--- src/rtl/tetris_pkg.sv ---
`default_nettype none
// ============================================================================
//  Module      : tetris_pkg
//  Description : Shared types for the seven-bag piece sequencer: piece
//                encoding, the full-bag constant, the generator state
//                encoding and a bag-update helper.
//  Revision    : 1.0  initial release
// ============================================================================
package tetris_pkg;

    typedef enum logic [2:0] {
        PIECE_I    = 3'd0,
        PIECE_O    = 3'd1,
        PIECE_T    = 3'd2,
        PIECE_S    = 3'd3,
        PIECE_Z    = 3'd4,
        PIECE_J    = 3'd5,
        PIECE_L    = 3'd6,
        PIECE_NONE = 3'd7
    } piece_t;

    // One bit per piece; 1 = piece still available in the current bag.
    localparam logic [6:0] BAG_FULL = 7'h7F;

    typedef enum logic [1:0] {
        IDLE  = 2'd0,
        SHIFT = 2'd1,
        PICK  = 2'd2
    } gen_state_t;

    // One-hot bag mask for a candidate; candidate 7 maps to no bit at all.
    function automatic logic [6:0] piece_mask(input logic [2:0] idx);
        return 7'd1 << idx;
    endfunction

    // Remove a piece from the bag, refilling on the same edge when the
    // last remaining piece is taken.
    function automatic logic [6:0] bag_take(input logic [6:0] bag, input logic [2:0] idx);
        logic [6:0] left;
        left = bag & ~piece_mask(idx);
        return (left == 7'd0) ? BAG_FULL : left;
    endfunction

endpackage
`default_nettype wire

--- src/rtl/piece_bag_sched_if.sv ---
`default_nettype none
// ============================================================================
//  Module      : piece_bag_sched_if
//  Description : Bundle between the sequencer, the LFSR source and the two
//                per-player game-logic blocks.
//                  rnd_bit     : random bit, consumed only while shifting
//                  restart     : synchronous game restart
//                  pop[1:0]    : per-player consume of the head piece
//                  piece_valid : per-player "unread piece available"
//                  piece_p0/p1 : per-player head piece (NONE when empty)
//                  queue_full  : slowest player's occupancy is at capacity
//                master = game side (drives rnd/restart/pop), slave = sequencer
//  Revision    : 1.0  initial release
// ============================================================================
interface piece_bag_sched_if;
    import tetris_pkg::*;

    logic       rnd_bit;
    logic       restart;
    logic [1:0] pop;
    logic [1:0] piece_valid;
    piece_t     piece_p0;
    piece_t     piece_p1;
    logic       queue_full;

    modport master (
        output rnd_bit, restart, pop,
        input  piece_valid, piece_p0, piece_p1, queue_full
    );

    modport slave (
        input  rnd_bit, restart, pop,
        output piece_valid, piece_p0, piece_p1, queue_full
    );

endinterface
`default_nettype wire

--- src/rtl/bag_draw_fsm.sv ---
`default_nettype none
// ============================================================================
//  Module      : bag_draw_fsm
//  Description : Seven-bag shuffler. Shifts three random bits into a
//                candidate, then accepts it if it names a piece still in the
//                bag, otherwise redraws (rejection sampling).
//  Ports       : clk, rst_l        clock, async active-low reset
//                rnd_bit           random bit, sampled in SHIFT only
//                restart           synchronous abort of draw and bag
//                full              buffer full (registered pointers)
//                full_after_wr     buffer would be full after this write,
//                                  accounting for same-edge pops
//                wr_en, wr_piece   write strobe and piece for the buffer
//  Revision    : 1.0  initial release
// ============================================================================
module bag_draw_fsm
    import tetris_pkg::*;
(
    input  wire logic   clk,
    input  wire logic   rst_l,
    input  wire logic   rnd_bit,
    input  wire logic   restart,
    input  wire logic   full,
    input  wire logic   full_after_wr,
    output logic        wr_en,
    output piece_t      wr_piece
);

    gen_state_t r_state;
    gen_state_t w_state_nxt;
    logic [2:0] r_cand;
    logic [2:0] w_cand_nxt;
    logic [1:0] r_cnt;
    logic [1:0] w_cnt_nxt;
    logic [6:0] r_bag;
    logic [6:0] w_bag_nxt;
    logic       w_accept;

    // Candidate 7 has no bag bit, so the mask test also rejects it.
    assign w_accept = |(r_bag & piece_mask(r_cand));
    assign wr_piece = piece_t'(r_cand);

    always_ff @(posedge clk or negedge rst_l) begin
        if (!rst_l) begin
            r_state <= IDLE;
            r_cand  <= 3'd0;
            r_cnt   <= 2'd0;
            r_bag   <= BAG_FULL;
        end else begin
            r_state <= w_state_nxt;
            r_cand  <= w_cand_nxt;
            r_cnt   <= w_cnt_nxt;
            r_bag   <= w_bag_nxt;
        end
    end

    always_comb begin
        w_state_nxt = r_state;
        w_cand_nxt  = r_cand;
        w_cnt_nxt   = r_cnt;
        w_bag_nxt   = r_bag;
        wr_en       = 1'b0;

        case (r_state)
            IDLE: begin
                if (!full) begin
                    w_state_nxt = SHIFT;
                    w_cnt_nxt   = 2'd0;
                end
            end
            SHIFT: begin
                w_cand_nxt = {r_cand[1:0], rnd_bit};
                w_cnt_nxt  = 2'(r_cnt + 2'd1);
                if (r_cnt == 2'd2) begin
                    w_state_nxt = PICK;
                end
            end
            PICK: begin
                w_cnt_nxt = 2'd0;
                if (w_accept) begin
                    wr_en       = 1'b1;
                    w_bag_nxt   = bag_take(r_bag, r_cand);
                    w_state_nxt = full_after_wr ? IDLE : SHIFT;
                end else begin
                    w_state_nxt = SHIFT;
                end
            end
            default: begin
                w_state_nxt = IDLE;
            end
        endcase

        // Restart overrides everything, including a write in PICK.
        if (restart) begin
            w_state_nxt = IDLE;
            w_cand_nxt  = 3'd0;
            w_cnt_nxt   = 2'd0;
            w_bag_nxt   = BAG_FULL;
            wr_en       = 1'b0;
        end
    end

endmodule
`default_nettype wire

--- src/rtl/piece_bag_sched.sv ---
`default_nettype none
// ============================================================================
//  Module      : piece_bag_sched
//  Description : Two-player seven-bag piece sequencer. One shared sequence
//                buffer written by the shuffler; each player reads it with
//                an independent pointer so both see the same sequence.
//  Ports       : clk, rst_l   clock, async active-low reset
//                bus (slave)  rnd_bit, restart, pop[1:0] in;
//                             piece_valid[1:0], piece_p0, piece_p1,
//                             queue_full out
//  Revision    : 1.0  initial release
// ============================================================================
module piece_bag_sched
    import tetris_pkg::*;
#(
    parameter int QDEPTH = 8
)
(
    input  wire logic           clk,
    input  wire logic           rst_l,
    piece_bag_sched_if.slave    bus
);

    localparam int PW = $clog2(QDEPTH) + 1;
    localparam logic [PW-1:0] c_depth = PW'(QDEPTH);
    localparam logic [PW-1:0] c_one   = PW'(1);

    piece_t                 r_buf [QDEPTH];
    logic [PW-1:0]          r_wr_ptr;
    logic [1:0][PW-1:0]     r_rd_ptr;

    logic [PW-1:0]          w_wr_inc;
    logic [1:0][PW-1:0]     w_occ;
    logic [1:0][PW-1:0]     w_rd_post;
    logic [1:0][PW-1:0]     w_occ_post;
    logic [1:0]             w_valid;
    logic [1:0]             w_pop_ok;
    logic                   w_full;
    logic                   w_full_after_wr;
    logic                   w_wr_en;
    piece_t                 w_wr_piece;

    assign w_wr_inc = r_wr_ptr + c_one;

    for (genvar p = 0; p < 2; p++) begin : g_player
        // Mod-2^PW subtraction keeps occupancy right across pointer wrap.
        assign w_occ[p]      = r_wr_ptr - r_rd_ptr[p];
        assign w_valid[p]    = (w_occ[p] != '0);
        assign w_pop_ok[p]   = bus.pop[p] & w_valid[p];
        assign w_rd_post[p]  = r_rd_ptr[p] + (w_pop_ok[p] ? c_one : '0);
        assign w_occ_post[p] = w_wr_inc - w_rd_post[p];
    end

    // Occupancy never exceeds the depth, so "max == depth" reduces to
    // "either player at depth".
    assign w_full          = (w_occ[0] == c_depth) || (w_occ[1] == c_depth);
    assign w_full_after_wr = (w_occ_post[0] == c_depth) || (w_occ_post[1] == c_depth);

    bag_draw_fsm u_draw (
        .clk           (clk),
        .rst_l         (rst_l),
        .rnd_bit       (bus.rnd_bit),
        .restart       (bus.restart),
        .full          (w_full),
        .full_after_wr (w_full_after_wr),
        .wr_en         (w_wr_en),
        .wr_piece      (w_wr_piece)
    );

    always_ff @(posedge clk or negedge rst_l) begin
        if (!rst_l) begin
            r_wr_ptr <= '0;
            r_rd_ptr <= '0;
        end else if (bus.restart) begin
            r_wr_ptr <= '0;
            r_rd_ptr <= '0;
        end else begin
            if (w_wr_en) begin
                r_wr_ptr <= w_wr_inc;
            end
            for (int p = 0; p < 2; p++) begin
                if (w_pop_ok[p]) begin
                    r_rd_ptr[p] <= r_rd_ptr[p] + c_one;
                end
            end
        end
    end

    // Storage needs no reset: entries are only visible between pointers.
    always_ff @(posedge clk) begin
        if (w_wr_en) begin
            r_buf[r_wr_ptr[PW-2:0]] <= w_wr_piece;
        end
    end

    assign bus.piece_valid = w_valid;
    assign bus.piece_p0    = w_valid[0] ? r_buf[r_rd_ptr[0][PW-2:0]] : PIECE_NONE;
    assign bus.piece_p1    = w_valid[1] ? r_buf[r_rd_ptr[1][PW-2:0]] : PIECE_NONE;
    assign bus.queue_full  = w_full;

endmodule
`default_nettype wire

--- src/flat_wrapper.sv ---
// flat-port wrapper written by rule: the top's interface ports become plain ports
module piece_bag_sched_flat import tetris_pkg::*;
#(
    parameter int QDEPTH = 8
)
  (clk, rst_l, bus_rnd_bit, bus_restart, bus_pop, bus_piece_valid, bus_piece_p0, bus_piece_p1, bus_queue_full);
  piece_bag_sched_if bus_i ();
  input  wire logic clk;
  input  wire logic rst_l;
  input wire logic [$bits(bus_i.rnd_bit)-1:0] bus_rnd_bit;
  input wire logic [$bits(bus_i.restart)-1:0] bus_restart;
  input wire logic [$bits(bus_i.pop)-1:0] bus_pop;
  output wire logic [$bits(bus_i.piece_valid)-1:0] bus_piece_valid;
  output wire logic [$bits(bus_i.piece_p0)-1:0] bus_piece_p0;
  output wire logic [$bits(bus_i.piece_p1)-1:0] bus_piece_p1;
  output wire logic [$bits(bus_i.queue_full)-1:0] bus_queue_full;
  assign bus_i.rnd_bit = bus_rnd_bit;
  assign bus_i.restart = bus_restart;
  assign bus_i.pop = bus_pop;
  assign bus_piece_valid = bus_i.piece_valid;
  assign bus_piece_p0 = bus_i.piece_p0;
  assign bus_piece_p1 = bus_i.piece_p1;
  assign bus_queue_full = bus_i.queue_full;
  piece_bag_sched #(.QDEPTH(QDEPTH)) u_core (.clk(clk), .rst_l(rst_l), .bus(bus_i));
endmodule
--- config.mk ---
export PLATFORM = sky130hd
export DESIGN_NAME = piece_bag_sched_flat
export DESIGN_NICKNAME = d
export VERILOG_FILES = /design/src/rtl/tetris_pkg.sv /design/src/rtl/piece_bag_sched_if.sv /design/src/rtl/bag_draw_fsm.sv /design/src/rtl/piece_bag_sched.sv /design/src/flat_wrapper.sv
export SDC_FILE = /design/constraint.sdc
export NUM_CORES = 1
export LEC_CHECK = 0
export BUFFER_PORTS_ARGS = -buffer_cell sky130_fd_sc_hd__buf_2
export CORE_MARGIN = 1.5
export CORE_UTILIZATION = 40
export DETAILED_ROUTE_END_ITERATION = 10
export SYNTH_ARGS = -nofsm -noshare
export SYNTH_HDL_FRONTEND = slang
export SYNTH_SLANG_ARGS = --single-unit
--- constraint.sdc ---
create_clock -name clk -period 9.5 [get_ports clk]
set_clock_uncertainty 0.05 [all_clocks]
set_input_delay 0.475 -clock clk [delete_from_list [all_inputs] [get_ports clk]]
set_output_delay 0.475 -clock clk [all_outputs]
set_load 0.05 [all_outputs]
==> metrics.csv, run 1 <==
metric;value;unit
cts_sinks;50;
core-area;7727;um2
tritoncts;yes;
drive_gt1_frac;0.1884;
swShare;0.4079;
fin_hold_ws;0.1492;ns
final_area;3410;um2
grt_pass1_vias;2217;
grt_start_max_net_pins;28;
vdd_drop_max;90.24;uV
routabilityCongestion;0.8050;
start_kind;register;
cts_buffer_depth;2;
sequentialPowerShare;0.384;
diodes;0;
antenna_found_initial;0;
fp.dieH;92.45;um
htreeDepth;2;
ys_warn_count;0;
cts_resized;0;
fill_cells;708;
syn2layout_area_growth;6.529;%
comb_power_share;0.395;
cp_data_required_time;9.69;ns
cts_setup_buffers;0;
grtUsageTotal;0.1712;
power.total;698.4;uW
max_freq;0.2904;GHz
fin_crit_sh;0.3625;
path_clk_slew;0.10;ns
p_leak;1.233;nW
holdCritPathClass;in2async;
drtPass1Iterations;4;
path_class;reg2reg;
multiInputGateArea;1673;um2
seq_area;1380;um2
avgSynthCellArea;11.11;um2
hpwl;4.846;mm
insertion_delay;0.30;ns
numCtsBuffers;5;
hold_violations;0;
cts-root-buf;clkbuf_8;
synth_top_cell_area_share;0.2252;
crit_fanout;9;
p_int;413.6;uW
synth_seq_area_share;0.4312;
maxCapViolCount;0;
fin_setup_tns;0;ns
ys_top_cells_by_area;edfxtp_1, dfrtp_1, mux4_2, dfstp_2, ha_1;
dieArea;8547;um2
synth.cell_area;3201;um2
status;completed;
overflow;0;
hold_buffers;0;
nets;315;
grt_pass1_wl;11.32;mm
worst_pin_slew;0.7265;ns
wl_per_cell;16.68;um
rsz0062_at_grt;false;
end_kind;register;
synth_fp_nets;312;
maxSlewViolCount;0;
setup_viol;0;
cp.arrival;3.63;ns
route.detailed.drc;0;
max-slew-margin-rel;0.5156;
port_buffers;14;
die_w;92.45;um
yosysTopAreaCell;edfxtp_1;
syn_inst;288;
fin_util;0.4412;
ys_seq_elements;50;
placed_cell_area;3296;um2
vias;2222;
drtIter0Drc;125;
p_switching;284.9;uW
drtAntennaViolNets;0;
std_cell_rows;32;
start_util;0.4142;
synth.distinct_cells;56;
power_density;204.9;nW/um2
postRouteWirelength;6.572;mm
vias_per_cell;5.640;
period_needed;3.444;ns
io_pins;15;
clkPwrFrac;0.221;
[metrics by stage]
step / instances / worst slack (ns)
3_3_place_gp: 386 / 6.111
3_5_place_dp: 386 / 6.042
5_1_grt: 394 / 5.737
4_1_cts: 394 / 6.027
2_1_floorplan: 288 / 6.192
6_report: 394 / 6.056
[cell type report]
class                   count  share of cell area
well taps                 102             0.03743
multi-input cells         208              0.4906
clock inverters             3             0.01321
inverters                  12             0.01321
repair buffers             14             0.02055
clock buffers               5             0.02018
flip-flops and latches     50              0.4048
[critical path, cell delays in order (launching register included)]
cell	delay (ns)
dfrtp_1	0.58
inv_1	0.20
ha_1	0.37
and3b_1	0.20
nor3_1	0.30
o41ai_2	0.16
fa_1	0.43
ha_1	0.29
nand2_1	0.06
nand3b_1	0.09
xnor2_1	0.15
xnor2_1	0.13
a22o_1	0.24
a21oi_1	0.13
[cells by family after synthesis]
family	share of synthesized area
AOI/OAI and AO/OA	0.1009
adders and majority gates	0.07975
DFF	0.4312
xor gates and xnor gates	0.06294
buffers and inverters	0.04613
muxes	0.09734
and+or+nand+nor	0.1818
[power groups by stage]
| stage | sequential, mW | clock [mW] | combinational, mW |
|---|---|---|---|
| after detailed placement | 0.273 | 0 | 0.278 |
| after global routing | 0.273 | 0.165 | 0.304 |
| after floorplan | 0.252 | 0 | 0.242 |
| final | 0.268 | 0.154 | 0.276 |
| after global placement | 0.273 | 0 | 0.277 |
| after CTS | 0.269 | 0.156 | 0.280 |
[sequential cells by signal, summed over array words and instances (netlist names)]
| signal | flops |
|---|---|
| u_core.u_draw.r_state | 2 |
| u_core.r_buf | 24 |
| u_core.r_wr_ptr | 4 |
| u_core.u_draw.r_bag | 7 |
| u_core.u_draw.r_cnt | 2 |
| u_core.r_rd_ptr | 8 |
| u_core.u_draw.wr_piece | 3 |
[cells in the mapped netlist, drive strengths merged]
library cell / number
nor3: 8
clkbuf: 12
xor2: 4
and2: 2
mux2i: 3
o311ai: 1
buf: 6
a22o: 2
o32a: 4
fa: 4
a21oi: 16
ha: 14
a21boi: 2
o31a: 2
nor4b: 1
and3b: 2
a21o: 3
o21ai: 2
nand2b: 2
a311oi: 3
or4: 2
mux4: 12
a22oi: 1
o41ai: 2
nor2b: 5
or4b: 1
nand3: 13
dfrtp: 19
edfxtp: 24
o221ai: 1
nand2: 31
or3: 6
o31ai: 1
a31oi: 1
nor2: 18
nor4: 7
inv: 12
nor3b: 4
and4b: 2
xnor2: 19
dfstp: 7
mux2: 1
and2b: 1
nand3b: 4
o22a: 1
[cells in the final DEF (no fill, tap or decap), types with 2 or more instances in the layout]
master	instances
nand2b_1	2
nor2_1	18
and4b_1	2
xnor2_1	19
o32a_2	3
inv_1	11
a21boi_0	2
xor2_1	4
a21o_1	3
a311oi_1	3
and3b_1	2
nor2b_1	5
nor3b_1	4
nand3b_1	4
mux2i_1	3
nand3_1	13
or3_1	5
nor4_1	6
nor3_1	8
ha_1	14
dfstp_2	7
o21ai_0	2
o41ai_2	2
fa_1	4
or4_1	2
dfrtp_1	19
mux4_2	12
nand2_1	30
clkbuf_8	5
edfxtp_1	24
buf_2	14
clkinvlp_4	2
a21oi_1	16
[worst paths after layout]
path	startpoint	to	slack, ns	cells past startpoint
setup / recovery	u_core.r_rd_ptr[5]$_DFFE_PN0P_	u_core.u_draw.r_state[0]$_DFFE_PN0P_	6.06	13
hold reg to reg	u_core.u_draw.r_cnt[0]$_DFFE_PN0P_	u_core.u_draw.r_cnt[0]$_DFFE_PN0P_	0.46	1
min in group clk	bus_rnd_bit	u_core.u_draw.wr_piece[0]$_DFFE_PN0P_	0.34	3
max in group asynchronous	rst_l	u_core.r_rd_ptr[5]$_DFFE_PN0P_	8.82	1
setup reg to reg	u_core.r_rd_ptr[5]$_DFFE_PN0P_	u_core.u_draw.r_state[0]$_DFFE_PN0P_	6.06	13
hold / removal	rst_l	u_core.u_draw.wr_piece[0]$_DFFE_PN0P_	0.15	1
[layer usage]
layer | GRT usage | vias up | wire, um
met5 | 0 | - | 0
met4 | 0.04359 | 0 | 78
met3 | 0.03120 | 8 | 219
met2 | 0.2843 | 40 | 3169
met1 | 0.2309 | 1115 | 3104
li1 | - | 1059 | -
No activity file was read; power rests on OpenSTA's default activity.
==> run 2: changes to the inputs <==
clock period = 3.2 ns   (was 9.5 ns; I/O delays follow)
==> metrics.csv, run 2 (same netlist as run 1, synthesis figures left out) <==
metric;value;unit
finalNonFillerCells;414;
vias_per_cell;5.476;
wl_met3;208;um
holdCritPathClass;in2reg;
io_pins;15;
met1_length;3.230;mm
fin_setup_tns;0;ns
die_w;92.45;um
start_util;0.4142;
core-area;7727;um2
cp.arrival;3.20;ns
period_needed;3.057;ns
antenna_found_initial;0;
grt_pass1_vias;2191;
dpl.cell_count;404;
drtAntennaViolNets;0;
grt_start_max_net_pins;28;
crit_slowest_cell;dfrtp_1;
grtUsageTotal;0.1745;
diodes;0;
hold_violations;0;
power_density;582.8;nW/um2
crit_path_cell_trace;inv_1 -> ha_1 -> and3b_1 -> nor3_2 -> o41ai_4 -> fa_2 -> buf_4 -> fa_1 -> xor2_1 -> nor3_1 -> a22o_1 -> a21oi_1;
drtPass1Iterations;6;
route.detailed.drc;0;
highest_layer;met4;
max-slew-margin-rel;0.5764;
rsz0062_at_grt;false;
htreeDepth;2;
routabilityCongestion;0.7626;
postRouteWirelength;6.845;mm
insertion_delay;0.31;ns
status;completed;
final_area;3567;um2
syn2layout_area_growth;11.45;%
fin_ws;0.1427;ns
wl_met2;3.357;mm
p_leak;1.335;nW
largest_reg_flops;24;
cts-root-buf;clkbuf_8;
fin_crit_sh;0.9554;
numCtsBuffers;5;
vdd_drop_max;230.1;uV
cts_sinks;50;
cpPeakStageDelay;0.39;ns
grt_pass1_wl;11.50;mm
place_ws;0.1278;ns
nets;335;
layout_common_cells;nand2_1, edfxtp_1, xnor2_1, buf_4;
path_clk_slew;0.10;ns
maxCapViolCount;0;
start_kind;register;
fp.dieH;92.45;um
vias;2267;
port_buffers;14;
drive_gt1_frac;0.2500;
wl_per_cell;16.53;um
crit_fanout;4;
hpwl;5.048;mm
placed_cell_area;3431;um2
mostFrequentLayoutCell;nand2_1;
max_freq;0.3271;GHz
worst_pin_slew;0.6354;ns
drtIter0Drc;123;
tritoncts;yes;
cts_buffer_depth;2;
std_cell_rows;32;
end_kind;register;
overflow;0;
path_class;reg2reg;
dieArea;8547;um2
cp_data_required_time;3.34;ns
maxSlewViolCount;0;
setup_viol;0;
[run 2: per-layer routing]
metal  vias to the layer above  GRT usage
met5                         -          0
met1                      1120     0.2458
met2                        42     0.2874
li1                       1101          -
met3                         4    0.02463
met4                         0    0.03462
[run 2: final cells by class]
type,count,area [um2]
multi-input combinational,208,1695
timing repair buffer,34,222.7
fill,717,4160
clock buffer,5,68.82
inverter,12,45.04
tap,102,127.6
clock inverter,3,26.28
sequential,50,1381
[run 2: final timing paths]
path / startpoint / end / slack (ns) / cells after the start
max in group asynchronous: rst_l / u_core.r_wr_ptr[0]$_DFFE_PN0P_ / 2.31 / 2
hold reg to reg: u_core.u_draw.r_cnt[0]$_DFFE_PN0P_ / u_core.u_draw.r_cnt[0]$_DFFE_PN0P_ / 0.46 / 1
setup / recovery: u_core.r_rd_ptr[5]$_DFFE_PN0P_ / u_core.u_draw.r_state[0]$_DFFE_PN0P_ / 0.14 / 12
hold / removal: bus_rnd_bit / u_core.u_draw.wr_piece[0]$_DFFE_PN0P_ / 0.03 / 3
setup reg to reg: u_core.r_rd_ptr[5]$_DFFE_PN0P_ / u_core.u_draw.r_state[0]$_DFFE_PN0P_ / 0.14 / 12
min in group asynchronous: rst_l / u_core.r_rd_ptr[4]$_DFFE_PN0P_ / 0.35 / 2
[run 2: stage by stage]
step	utilization	hold WS, ns	power (mW)
after detailed placement	0.4440	0.1741	1.682
after global placement	0.4440	0.1674	1.671
after global routing	0.4616	0.03998	2.209
after CTS	0.4576	0.01444	2.093
after floorplan	-	-0.1856	1.468
final	0.4616	0.02543	2.079
[run 2: worst max-delay path, delay by kind of cell (launching register included)]
family	cells	cell delay (ns)
simple gates	3	0.65
fa+ha+maj	3	1.02
buf+inv	2	0.30
xor+xnor	1	0.16
compound gates	3	0.35
flops	1	0.39
[run 2: report_power, final]
part	internal (mW)	switching [mW]	total [mW]
logic	0.328	0.605	0.933
registers	0.709	0.0373	0.746
clock network	0.161	0.238	0.399
[run 2: what timing repair did]
| item | in CTS | in global routing |
|---|---|---|
| buffers inserted | 0 | 1 |
| endpoints found under the setup margin | 0 | 1 |
| hold buffers | 1 | 0 |
| resized for setup | 0 | 5 |
| endpoints found under the hold margin | 19 | 0 |
